[src/rtl/ps2_pkg.sv]
// Shared PS/2 definitions: FSM state encoding, frame constants and parity helper.
// Used by both the host transmitter and the keyboard receiver.
package ps2_pkg;

   typedef enum logic [2:0] {
      ST_IDLE,
      ST_INHIBIT,
      ST_START,
      ST_SEND,
      ST_ACK,
      ST_WAIT_IDLE
   } state_t;

   localparam int DATA_BITS = 8;
   localparam int FE_PARITY = 9;
   localparam int FE_STOP   = 10;
   localparam int FE_ACK    = 11;

   typedef struct packed {
      logic [7:0] data;
      logic       parity;
   } tx_frame_t;

   function automatic logic odd_parity(input logic [7:0] d);
      return ~^d;
   endfunction

endpackage

[src/rtl/ps2_line_filter.sv]
// PS/2 pad conditioning: 2-flop synchronizer, FILTER_LEN-sample glitch filter and
// registered falling-edge pulse. Idle bus level is 1, so everything resets high.
module ps2_line_filter #(
   parameter int FILTER_LEN = 4
) (
   input  logic clk,
   input  logic rst,
   input  logic pad,
   output logic level,
   output logic fe
);

   localparam int CNT_W = (FILTER_LEN > 1) ? $clog2(FILTER_LEN) : 1;

   logic [1:0]       sync;
   logic [CNT_W-1:0] cnt;

   always_ff @(posedge clk) begin
      if (rst) begin
         sync  <= 2'b11;
         cnt   <= '0;
         level <= 1'b1;
         fe    <= 1'b0;
      end else begin
         sync <= {sync[0], pad};
         fe   <= 1'b0;
         // Any sample agreeing with the accepted level restarts the run.
         if (sync[1] == level) begin
            cnt <= '0;
         end else if (cnt == CNT_W'(FILTER_LEN - 1)) begin
            cnt   <= '0;
            level <= sync[1];
            fe    <= level;
         end else begin
            cnt <= cnt + 1'b1;
         end
      end
   end

endmodule

[src/rtl/ps2_host_tx.sv]
// PS/2 host-to-device command transmitter: inhibit, start, 8 data, odd parity, stop, ack.
// Define PS2_TX_TIMEOUT_EN to build the watchdog covering SEND through WAIT_IDLE.
module ps2_host_tx
   import ps2_pkg::*;
#(
   parameter int INHIBIT_CYC = 10000,
   parameter int TIMEOUT_CYC = 2000000,
   parameter int FILTER_LEN  = 4
) (
   input  logic       clk,
   input  logic       rst,
   input  logic [7:0] tx_data,
   input  logic       tx_valid,
   output logic       tx_ready,
   input  logic       ps2_clk_in,
   input  logic       ps2_data_in,
   output logic       ps2_clk_oe,
   output logic       ps2_data_oe,
   output logic       busy,
   output logic       done,
   output logic       ack_ok,
   output logic       err_timeout
);

   localparam int INH_W = $clog2(INHIBIT_CYC + 1);

   state_t           state, state_nx;
   logic [INH_W-1:0] inh_cnt, inh_cnt_nx;
   logic [3:0]       bit_cnt, bit_cnt_nx;
   tx_frame_t        frame, frame_nx;
   logic             done_nx, ack_ok_nx;
   logic [2:0]       bit_idx;

   logic clk_lvl, clk_fe, dat_lvl, unused_dat_fe;

   ps2_line_filter #(.FILTER_LEN(FILTER_LEN)) u_clk_filt (
      .clk   (clk),
      .rst   (rst),
      .pad   (ps2_clk_in),
      .level (clk_lvl),
      .fe    (clk_fe)
   );

   ps2_line_filter #(.FILTER_LEN(FILTER_LEN)) u_dat_filt (
      .clk   (clk),
      .rst   (rst),
      .pad   (ps2_data_in),
      .level (dat_lvl),
      .fe    (unused_dat_fe)
   );

`ifdef PS2_TX_TIMEOUT_EN
   localparam int WD_W = $clog2(TIMEOUT_CYC + 1);
   logic [WD_W-1:0] wd, wd_nx;
   logic            err_nx;
`else
   // Watchdog not built; expression is constant 0.
   assign err_timeout = (TIMEOUT_CYC < 0);
`endif

   always_comb begin
      state_nx   = state;
      inh_cnt_nx = inh_cnt;
      bit_cnt_nx = bit_cnt;
      frame_nx   = frame;
      ack_ok_nx  = ack_ok;
      done_nx    = 1'b0;
`ifdef PS2_TX_TIMEOUT_EN
      wd_nx      = wd;
      err_nx     = 1'b0;
`endif
      case (state)
         ST_IDLE: begin
            if (tx_valid) begin
               frame_nx   = '{data: tx_data, parity: odd_parity(tx_data)};
               ack_ok_nx  = 1'b0;
               inh_cnt_nx = '0;
               state_nx   = ST_INHIBIT;
            end
         end
         ST_INHIBIT: begin
            if (inh_cnt == INH_W'(INHIBIT_CYC - 1)) state_nx = ST_START;
            else                                     inh_cnt_nx = inh_cnt + 1'b1;
         end
         ST_START: begin
            bit_cnt_nx = '0;
            state_nx   = ST_SEND;
`ifdef PS2_TX_TIMEOUT_EN
            wd_nx      = '0;
`endif
         end
         ST_SEND: begin
            if (clk_fe) begin
               bit_cnt_nx = bit_cnt + 1'b1;
               if (bit_cnt == 4'(FE_STOP - 1)) state_nx = ST_ACK;
            end
         end
         ST_ACK: begin
            if (clk_fe) begin
               ack_ok_nx  = ~dat_lvl;
               bit_cnt_nx = 4'(FE_ACK);
               state_nx   = ST_WAIT_IDLE;
            end
         end
         ST_WAIT_IDLE: begin
            if (clk_lvl && dat_lvl) begin
               done_nx  = 1'b1;
               state_nx = ST_IDLE;
            end
         end
         default: state_nx = ST_IDLE;
      endcase
`ifdef PS2_TX_TIMEOUT_EN
      // Evaluated last so an expiry overrides a coincident fe 11.
      if (state inside {ST_SEND, ST_ACK, ST_WAIT_IDLE}) begin
         if (wd == WD_W'(TIMEOUT_CYC - 1)) begin
            state_nx  = ST_IDLE;
            ack_ok_nx = 1'b0;
            done_nx   = 1'b1;
            err_nx    = 1'b1;
         end else begin
            wd_nx = wd + 1'b1;
         end
      end
`endif
   end

   always_ff @(posedge clk) begin
      if (rst) begin
         state   <= ST_IDLE;
         inh_cnt <= '0;
         bit_cnt <= '0;
         frame   <= '0;
         done    <= 1'b0;
         ack_ok  <= 1'b0;
`ifdef PS2_TX_TIMEOUT_EN
         wd          <= '0;
         err_timeout <= 1'b0;
`endif
      end else begin
         state   <= state_nx;
         inh_cnt <= inh_cnt_nx;
         bit_cnt <= bit_cnt_nx;
         frame   <= frame_nx;
         done    <= done_nx;
         ack_ok  <= ack_ok_nx;
`ifdef PS2_TX_TIMEOUT_EN
         wd          <= wd_nx;
         err_timeout <= err_nx;
`endif
      end
   end

   // Line drive decoded from state; bit_cnt n means fe n has been seen.
   assign bit_idx = 3'(bit_cnt - 4'd1);

   always_comb begin
      ps2_clk_oe  = (state == ST_INHIBIT) || (state == ST_START);
      ps2_data_oe = 1'b0;
      case (state)
         ST_START: ps2_data_oe = 1'b1;
         ST_SEND: begin
            if (bit_cnt == 4'd0)                       ps2_data_oe = 1'b1;
            else if (bit_cnt <= 4'(DATA_BITS))         ps2_data_oe = ~frame.data[bit_idx];
            else if (bit_cnt == 4'(FE_PARITY))         ps2_data_oe = ~frame.parity;
         end
         default: ps2_data_oe = 1'b0;
      endcase
   end

   assign tx_ready = (state == ST_IDLE);
   assign busy     = (state != ST_IDLE);

endmodule

[config.mk]
export PLATFORM = sky130hd
export DESIGN_NAME = ps2_host_tx
export DESIGN_NICKNAME = d
export VERILOG_FILES = /design/src/rtl/ps2_pkg.sv /design/src/rtl/ps2_line_filter.sv /design/src/rtl/ps2_host_tx.sv
export SDC_FILE = /design/constraint.sdc
export NUM_CORES = 1
export LEC_CHECK = 0
export BUFFER_PORTS_ARGS = -buffer_cell sky130_fd_sc_hd__buf_2
export CAP_MARGIN = 20
export CELL_PAD_IN_SITES_DETAIL_PLACEMENT = 0
export CELL_PAD_IN_SITES_GLOBAL_PLACEMENT = 1
export CORE_AREA = 2 2 75 77
export DETAILED_ROUTE_END_ITERATION = 7
export DIE_AREA = 0 0 77 79
export HOLD_SLACK_MARGIN = 0.1
export PLACE_DENSITY = 0.78
export SLEW_MARGIN = 10
export SYNTH_ARGS = -nofsm -noshare
export SYNTH_HDL_FRONTEND = slang
export SYNTH_SLANG_ARGS = --single-unit
[constraint.sdc]
create_clock -name clk -period 2.4 [get_ports clk]
set_input_delay 0.36 -clock clk [delete_from_list [all_inputs] [get_ports clk]]
set_output_delay 0.36 -clock clk [all_outputs]
set_load 0.03 [all_outputs]
Yosys cells after proc, flatten, opt, wreduce, memory -nomap -nowiden. Cells that the tools add are included.

Register bits: 43. Input bits: 13. Output and inout port bits: 7. Word-level logic and storage cells: 89.

$add $sub $neg: 5. Order comparisons: 2. Eq/ne operators: 18. Muxes and demuxes: 23. Bitwise operators: 7. Reduce and logical (&&, ||, !) cells: 20.

Operator list (count): 2-to-1 mux 14 bit (2); one-hot mux 14 bit (2 select lines) (1); 2-to-1 mux 3 bit (6); one-hot mux 3 bit (6 select lines) (1); adder 14 x 1 -> 14 bit, second input constant (1); equality test 14 bit, second input constant (1); one-hot mux 4 bit (3 select lines) (1); != test 2 bit, second input constant (5); AND reduction 3 bit (3); OR reduction 3 bit (3); 2-to-1 mux 4 bit (2); XNOR reduction 8 bit (1); 2-to-1 mux 1 bit (7); NOT 1 bit (7); equality test 3 x 2 -> 1 bit, second input constant (2); equality test 3 bit, second input constant (2); AND reduction 2 bit (3); AND reduction 6 bit (1); nonzero test 3 bit (2); adder 2 x 1 -> 2 bit, second input constant (2); adder 4 x 1 -> 4 bit, second input constant (1); equality test 2 bit, second input constant (2); equality test 4 bit, second input constant (1); <= comparator 4 bit, second input constant (1); other kinds (13) (17).

Logic depth before layout (Yosys ltp). Gate-level depths: netlist of run 1.

Word-level depth: 7. Gate-level depth with buffers: 7. Mapped depth without buffers: 7.

Cells and area by module. Synthesis of run 1 repeated with hierarchy kept, for this count alone.

Cell total of the unflattened synthesis: 242. Area, all modules: 2124.5 µm².

By module, submodules not included: ps2_host_tx (times used 1, cells each 212, area an instance 1716.6 µm², seq. area each 640.6 µm²); ps2_line_filter (times used 2, cells each 15, area an instance 203.9 µm², seq. area each 120.1 µm²).

Worst setup path after synthesis of run 1. Ideal clock, no wire load.

Path type: register to output. Start point: register bit_cnt[0]. End point: output port ps2_data_oe. Arrival: 2.017 ns. Path slack: 0.023 ns. Cell stages (with the launch flop): 8. Cell sequence: dfxtp_1 > inv_1 > ha_1 > mux4_2 > maj3_1 > nor2_1 > nor2_1 > nor2_1.

Cells in the longest elaborated chain, start to end: 7. Elaborated cells on any way between the ends: 11. Classes of those cells: add/sub (1); order compare (1); eq/ne (1); mux (6); bitwise (1); reduce/logical (1).

Ends and longest elaborated chain: start, declared (RTL line ps2_host_tx.sv:29) `logic [3:0] bit_cnt, bit_cnt_nx;`; start signal, assigned (RTL line ps2_host_tx.sv:143) `bit_cnt <= bit_cnt_nx;`; subtractor 3 x 1 -> 3 bit (RTL line ps2_host_tx.sv:155) `assign bit_idx = 3'(bit_cnt - 4'd1);`; binary-select mux 1 bit (select 3 bit) (RTL line ps2_host_tx.sv:164) `else if (bit_cnt <= 4'(DATA_BITS)) ps2_data_oe = ~frame.data[bit_idx];`; 2-to-1 mux 1 bit (implied by the code) (RTL line ps2_host_tx.sv:164); NOT 1 bit (RTL line ps2_host_tx.sv:164); 2-to-1 mux 1 bit (RTL line ps2_host_tx.sv:164); 2-to-1 mux 1 bit * (RTL line ps2_host_tx.sv:163) `if (bit_cnt == 4'd0) ps2_data_oe = 1'b1;`; one-hot mux 1 bit (2 select lines) * (RTL line ps2_host_tx.sv:160) `case (state)`; end, declared (RTL line ps2_host_tx.sv:18) `output logic ps2_data_oe,`.

Every way passes the cells marked *; elsewhere a longest branch is shown, timed or not. The select of a mux whose other input is x is not followed.

Worst setup path after layout of run 1.
Start point: register bit_cnt[1]. End point: output port ps2_data_oe.

The elaborated chain is that of the path after synthesis.

==> results of run 1 <==
## report_power, final
part | switching [uW] | internal [uW] | leakage, uW | total [uW]
combinational | 205 | 123 | 0.000477 | 328
clock | 249 | 416 | 0.0000654 | 665
sequential | 20.5 | 743 | 0.000350 | 764
## kinds of logic after synthesis
group,after synthesis,synth area share
xor+xnor,23,0.0938
fa+ha+maj,7,0.0396
other cells,1,0.00175
buf+inv,25,0.0536
mux,2,0.0210
flops,43,0.401
compound gates,48,0.158
simple gates,100,0.232
## final cells by class
type	instances	area [sq um]
clock inverters	2	60.1
well taps	72	90.1
inverters	13	48.8
clock buffers	6	72.6
multi-input cells	181	1190
repair buffers	27	164
flip-flops and latches	43	863
fillers	551	2850
## cell usage after synthesis
master     number
nor4b_1         1
clkbuf_1        9
o41ai_4         1
a21oi_1        17
xor2_1          2
nor2_1         27
and2_1          2
a21oi_2         3
and4_1          1
a22oi_1         1
or2_2           5
xnor2_1        21
buf_4           1
clkbuf_8        1
nand3_1         8
nor3b_2         1
a21boi_0        1
a211oi_2        2
dfxtp_1        43
inv_1          13
nor3b_1         2
a31oi_1         3
o211ai_1        2
nand2b_1        3
buf_6           1
o22ai_1         1
conb_1          1
and3_1          2
nor4bb_1        1
mux4_2          2
a2111oi_0       3
nor2b_1         3
o21ai_0         6
nand2_1        31
a32oi_1         1
a211o_1         2
a211oi_1        5
nor3_1          1
or4b_1          1
nand4_1         5
ha_1            6
or4b_4          1
maj3_1          1
or3_1           5
## routing by layer
metal | global-route usage | vias up | share of wire
met1 | 0.197 | 796 | 0.51
met5 | 0 | - | 0
met4 | 0.0696 | 0 | 0.016
met2 | 0.231 | 24 | 0.45
li1 | - | 898 | -
met3 | 0.0330 | 6 | 0.030
## path summary, 6_finish.rpt
check                        to  slack [ns]
max                 ps2_data_oe        0.04
min          u_clk_filt.sync[0]        0.24
max reg2reg          inh_cnt[5]        0.24
min reg2reg  u_clk_filt.sync[1]        0.41
## repair_timing
item | in CTS | in global routing
setup endpoints to repair | 1 | 1
resized for setup | 7 | 1
buffers inserted | 1 | 0
pin swaps | 2 | 4
## state kept, by name, indices dropped and copies added (netlist names), 2 cells and up
name,cells
state,3
u_clk_filt.cnt,2
inh_cnt,14
u_clk_filt.sync,2
bit_cnt,4
frame,9
u_dat_filt.sync,2
u_dat_filt.cnt,2
## through the flow
step | power [uW] | TNS (ns) | instances | hold slack (ns)
2_1_floorplan | 1020 | 0 | 249 | 0.389
3_5_place_dp | 1110 | 0 | 335 | 0.393
4_1_cts | 1780 | 0 | 344 | 0.225
5_1_grt | 1840 | -0.0753 | 344 | 0.235
6_report | 1760 | 0 | 344 | 0.235
3_3_place_gp | 1110 | 0 | 335 | 0.391
==> summary.md, run 1 <==
| Metric | Value |
|---|---|
| Status | finished, final reports clean |
| RSZ-0062 raised after global routing | true |
| Routed wire length | 4140 microns |
| Pwr Density | approximately 710 mW/mm^2 |
| Slew HR | 0.608 |
| Synth Register Bits | between 40 and 50 |
| Remaining Overflow, GRT | 0 |
| Critical path data arrival time | around 2 ns |
| CP required | ~2 ns |
| Antenna violations before repair | 0 |
| VDD IR max | 329 uV |
| H-tree Lvls | 2 |
| Clk pin slew, worst setup/hold paths | around 0.080 ns |
| Worst-skew pair later-pin latency | approximately 0.30 ns |
| R2r startpoint | inh_cnt[7] |
| Tmin final | ~2.4 ns |
| CP bufs+invs | 2 |
| Routability cong. | around 0.76 |
| Syn Nets | 268 |
| Fin. max-slew vios | 0 |
| Clock buffer count from CTS | 5 |
| CP max-delay cell | dfxtp_2 |
| # setup viols final | 0 |
| CTS max path bufs | 2 |
| DR WL/cell | 12.0 microns |
| Initial Util | 0.402 |
| Final ANT Viol Nets | 0 |
| Post-Syn Area per Cell | approximately 8.6 sq um |
| Worst Skew | between 0.007 and 0.008 ns |
| Die X | about 77 microns |
| Max frequency | between 0.4 and 0.5 GHz |
| Cells after Synth | approximately 250 |
| Synthesized area | around 0.0021 sq mm |
| Layout net count | 290 |
| FP Rows | 27 |
| Total I/O pin count | 20 |
| Actual slew at the worst max-slew pin | 0.573 ns |
| DR iter-0 viols | 70 |
| Commonest non-fill, non-tap cells in the layout | 41 x dfxtp_1, 31 x nand2_1, 27 x nor2_1 |
| Dominant cell type by area after synthesis | dfxtp_1 |
| CP top delay family | adder cells |
| Area grow syn2layout | 15.7% |
| Core Util, Final | 0.466 |
| Root Driver | clkbuf_8 |
| Hold Crit Class | in2reg |
| Yosys warns | 0 |
| 1st-pass router iterations | 4 |
| Number of global-route vias before repair | ~1600 |
| Max Cap Viol | 0 |
| Fin crit share | 0.982 |
| Hold Vio Cnt, Final | 0 |
| Worst setup SP type | register |
| I/O Buffers | 18 |
| Worst-path fanout max | 3 |
| Max incr delay on CP | around 0.35 ns |
| Number of library cell types mapped by synthesis | 44 |
| DIE AREA | a little over 0.006 sq mm |
| Core box area | roughly 0.0053 sq mm |
| DR vias | between 1500 and 2000 |
| # DRC | 0 |
| Static Leak | slightly below 0.0009 uW |
| Critical Path End Type | primary output |
| Vias per cell | 5.01 |
| Synth top area cells | dfxtp_1 40%, xnor2_1 8.6%, nand2_1 5.4% |
| Share of cells above drive strength 1 | 0.202 |
| Synth top area share | 0.401 |
| Most common cell after layout, fill and taps aside | dfxtp_1 |
| Design area | around 0.0025 sq mm |
| Cts hold-fix bufs | 0 |
| Hold Path Depth | 2 |
| Most frequent cell on the critical path | nor2_1 |
| CTS tree | yes |
| CP Cell Sequence | inv_2 -> ha_4 -> mux4_2 -> maj3_2 -> nor2_1 -> nor2_1 -> nor2_1 -> buf_4 |
| HP Start | ps2_clk_in |
| Cell Area, Placed | 0.00232 sq mm |
| Total clock sinks | 43 |
| HPWL after DPL | roughly 2900 microns |
| Setup CP Type | reg2out |
| Dpl ws | ~0.12 ns |
| Diode count | 0 |
| First-pass GRT wire length | a little over 7000 microns |
| Reg2reg path depth | 6 |
| Die height | around 79 microns |
| Largest net degree at the start of global routing | 30 |
| Critical path depth in cells | 8 |
| Setup crit start | bit_cnt[1] |
| GRT Total Usage | 0.149 |
| Register area share after synthesis | 0.401 |
| Final setup slack of the worst path | about 0.043 ns |
(Power assumes the default switching activity.)
==> run 2: changes to the inputs <==
- ABC_AREA: unset -> 1
- CORE_AREA: 2 2 75 77 -> 2 2 78 80
- DIE_AREA: 0 0 77 79 -> 0 0 80 82
- PLACE_DENSITY: 0.78 -> 0.73
==> run 2 against run 1 <==
  * Clock power down 13%
  * Core utilization down 1.5 points
  * Final cell count up 25%
  * Largest cell class unchanged
  * Total power up 31%
  * Largest power group unchanged
  * Fmax up 7.8%
==> summary.md, run 2 <==
| Metric | Value |
|---|---|
| Commonest non-fill, non-tap cells in the layout | 71 x nand2_1, 43 x dfxtp_1, 39 x inv_1 |
| Fraction of registers with async set/reset | 0 (unchanged) |
| Fin. max-slew vios | 0 (unchanged) |
| I/O Buffers | 18 (unchanged) |
| Setup CP Type | reg2out |
| Synthesized area | 0.00233 sq mm (+8.5%) |
| Clk pin slew, worst setup/hold paths | 0.08 ns (about the same) |
| Root Driver | clkbuf_8 |
| Post-synth EDFFs | 0 (unchanged) |
| Resized Gates After CTS | 0 (-7) |
| Area grow syn2layout | 11.1% |
| Post-synth top cells | 71 x nand2_1, 43 x dfxtp_1, 39 x inv_1 |
| 1st-pass router iterations | 4 (unchanged) |
| Number of global-route vias before repair | 1908 (+21%) |
| Cts hold-fix bufs | 0 (unchanged) |
| Met3 GRT Util | 0.0352 (+0.00221) |
| Number of library cell types mapped by synthesis | 33 (-25%) |
| Reg with most FFs | inh_cnt |
| Hold Crit Class | in2reg |
| First-pass GRT wire length | 8660 microns (+19%) |
| Clock buffer count from CTS | 5 (unchanged) |
| FP Rows | 28 (+3.7%) |
| Remaining Overflow, GRT | 0 (unchanged) |
| H-tree Lvls | 2 (unchanged) |
| DR iter-0 viols | 94 (+34%) |
| Vias per cell | 4.78 (-4.5%) |
| Core Util, Final | 0.451 (-0.0148) |
| Worst Skew | 0.00492 ns (-0.00289 ns) |
| Net switching power | 936 uW (+97%) |
| Die X | 80 microns (+3.9%) |
| Final ANT Viol Nets | 0 (unchanged) |
| Synth top area share | 0.369 (-0.0314) |
| Global routing's busiest layer | met2 |
| Placed cells | 423 (+26%) |
| Yosys warns | 0 (unchanged) |
| Register area share after synthesis | 0.369 (-0.0314) |
| Most common cell in the netlist | nand2_1 |
| DR WL/cell | 11.4 microns (-5.4%) |
| Number of flip-flops in the largest register | 14 (unchanged) |
| VDD IR max | 528 uV (+61%) |
| Cells after Synth | 337 (+35%) |
| Share of cells above drive strength 1 | 0.140 (-0.0618) |
| Switching Fraction | 0.406 (+0.136) |
| CTS max path bufs | 2 (unchanged) |
| Synth top area cells | dfxtp_1 37%, nand2_1 11%, nand3_1 7.7% |
| Total power | 2300 uW (+31%) |
| Max frequency | 0.457 GHz (+7.8%) |
| Max Cap Viol | 0 (unchanged) |
| Static Leak | 0.00110 uW (+23%) |
| Largest net degree at the start of global routing | 28 (-6.7%) |
| Main flop type after synthesis | dfxtp_1 |
| Diode count | 0 (unchanged) |
| Synth Register Bits | 43 (unchanged) |
| Critical path data arrival time | 1.83 ns (-0.17 ns) |
| DIE AREA | 0.00656 sq mm (+7.8%) |
| # setup viols final | 0 (unchanged) |
| Routed wire length | 4910 microns (+19%) |
| Sum Neg Setup Slack | 0 ns (unchanged) |
| GR Util met1 | 0.209 (+0.0117) |
| Layout net count | 374 (+29%) |
| Cell Area, Placed | 0.00247 sq mm (+6.5%) |
| Power share of the sequential group | 0.374 (-0.061) |
| Worst-path fanout max | 5 (+2) |
| Most common cell after layout, fill and taps aside | nand2_1 |
| Setup bufs post-CTS | 0 (-1) |
| Met2 GRT Util | 0.288 (+0.0576) |
| Post-Syn Area per Cell | 6.92 sq um (-20%) |
| Total clock sinks | 43 (unchanged) |
| Final non-filler cell total | 431 (+25%) |
| Syn Nets | 356 (+33%) |
| Critical Path End Type | primary output |
| Total I/O pin count | 20 (unchanged) |
| Tmin final | 2.19 ns (-0.171 ns) |
| CTS tree | yes |
| Worst setup SP type | register |
| Initial Util | 0.406 (+0.00322) |
| # DRC | 0 (unchanged) |
| GRT Total Usage | 0.168 (+0.0197) |
| Clock share of power | 0.252 (-0.127) |
| RSZ-0062 raised after global routing | false |
| Hold Vio Cnt, Final | 0 (unchanged) |
| HPWL after DPL | 3560 microns (+23%) |
| Dominant cell type by area after synthesis | dfxtp_1 |
| Core box area | 0.00575 sq mm (+7.6%) |
| Design area | 0.00259 sq mm (+4.2%) |
| Routability cong. | 0.775 (+1.6%) |
| Antenna violations before repair | 0 (unchanged) |
| DR vias | 2062 (+20%) |
| CP required | 2.04 ns (about the same) |
| Internal power | 1370 uW (+6.7%) |
| Logic pwr share | 0.374 (+0.187) |
| Die height | 82 microns (+3.8%) |
| Worst-skew pair later-pin latency | 0.29 ns (about the same) |
| Status | finished, final reports clean |
| Pwr Density | 890 mW/mm^2 (+26%) |
| Regs by FF count | inh_cnt (14), frame (9), bit_cnt (4) |
| Fin crit share | 0.911 (-0.0714) |
-- run 2: changes by cell type in the layout (fill, tap and decap cells not counted), moves of 5 or more --
cell	previous run	this run
nand2_1	31	71
inv_1	11	39
nand3_1	8	36
xnor2_1	21	5
a21oi_1	17	31
o21ai_0	6	18
nor2_1	27	35
buf_4	9	2
or3_1	5	0
-- run 2: through the flow --
step / hold slack [ns] / setup WS [ns]
5_1_grt: 0.226 / 0.00591
4_1_cts: 0.227 / 0.193
3_5_place_dp: 0.397 / 0.535
6_report: 0.242 / 0.214
2_1_floorplan: 0.389 / 0.378
3_3_place_gp: 0.394 / 0.575
-- run 2: cells by family after synthesis --
group / share of synthesized area
compound gates: 0.119
xor+xnor: 0.0338
fa+ha+maj: 0.0322
buf+inv: 0.0923
flops: 0.369
other cells: 0.00161
simple gates: 0.352
-- run 2: cell type report --
class                      instances  area (sq um)
clock buffer                       6          82.6
clock inverter                     2          35.0
fill                             641          3160
inverter                          42           158
multi-input combinational        243          1250
sequential                        43           861
tap                               75          93.8
timing repair buffer              20           105
-- run 2: power by group through the flow --
stage | sequential (uW) | clock, uW | combinational, uW
floorplan | 856 | 0 | 714
global placement | 878 | 0 | 872
detailed placement | 879 | 0 | 871
CTS | 862 | 610 | 875
global route | 875 | 642 | 963
finish | 862 | 581 | 861
-- run 2: final timing paths --
path                      start            endpoint  slack [ns]  depth (start not counted)
max reg2reg            state[2]          inh_cnt[6]        0.80                          7
min reg2reg  u_dat_filt.sync[0]  u_dat_filt.sync[1]        0.41                          1
min                 ps2_data_in  u_dat_filt.sync[0]        0.24                          2
max                  bit_cnt[1]         ps2_data_oe        0.21                         10
-- run 2: worst max-delay path: stages (launching register included) --
cell and delay [ns]:
dfxtp_1 0.38, inv_1 0.08, ha_1 0.34, a21oi_1 0.14
o21ai_0 0.09, nand3b_1 0.08, nand3_1 0.07, nand2_1 0.07
nand2_1 0.04, nand2_1 0.05, buf_2 0.20
-- run 2: metal layers --
metal / share of wire / vias to the layer above
met2: 0.46 / 20
met5: 0 / -
met4: 0.018 / 0
met1: 0.50 / 914
met3: 0.026 / 8
li1: - / 1120
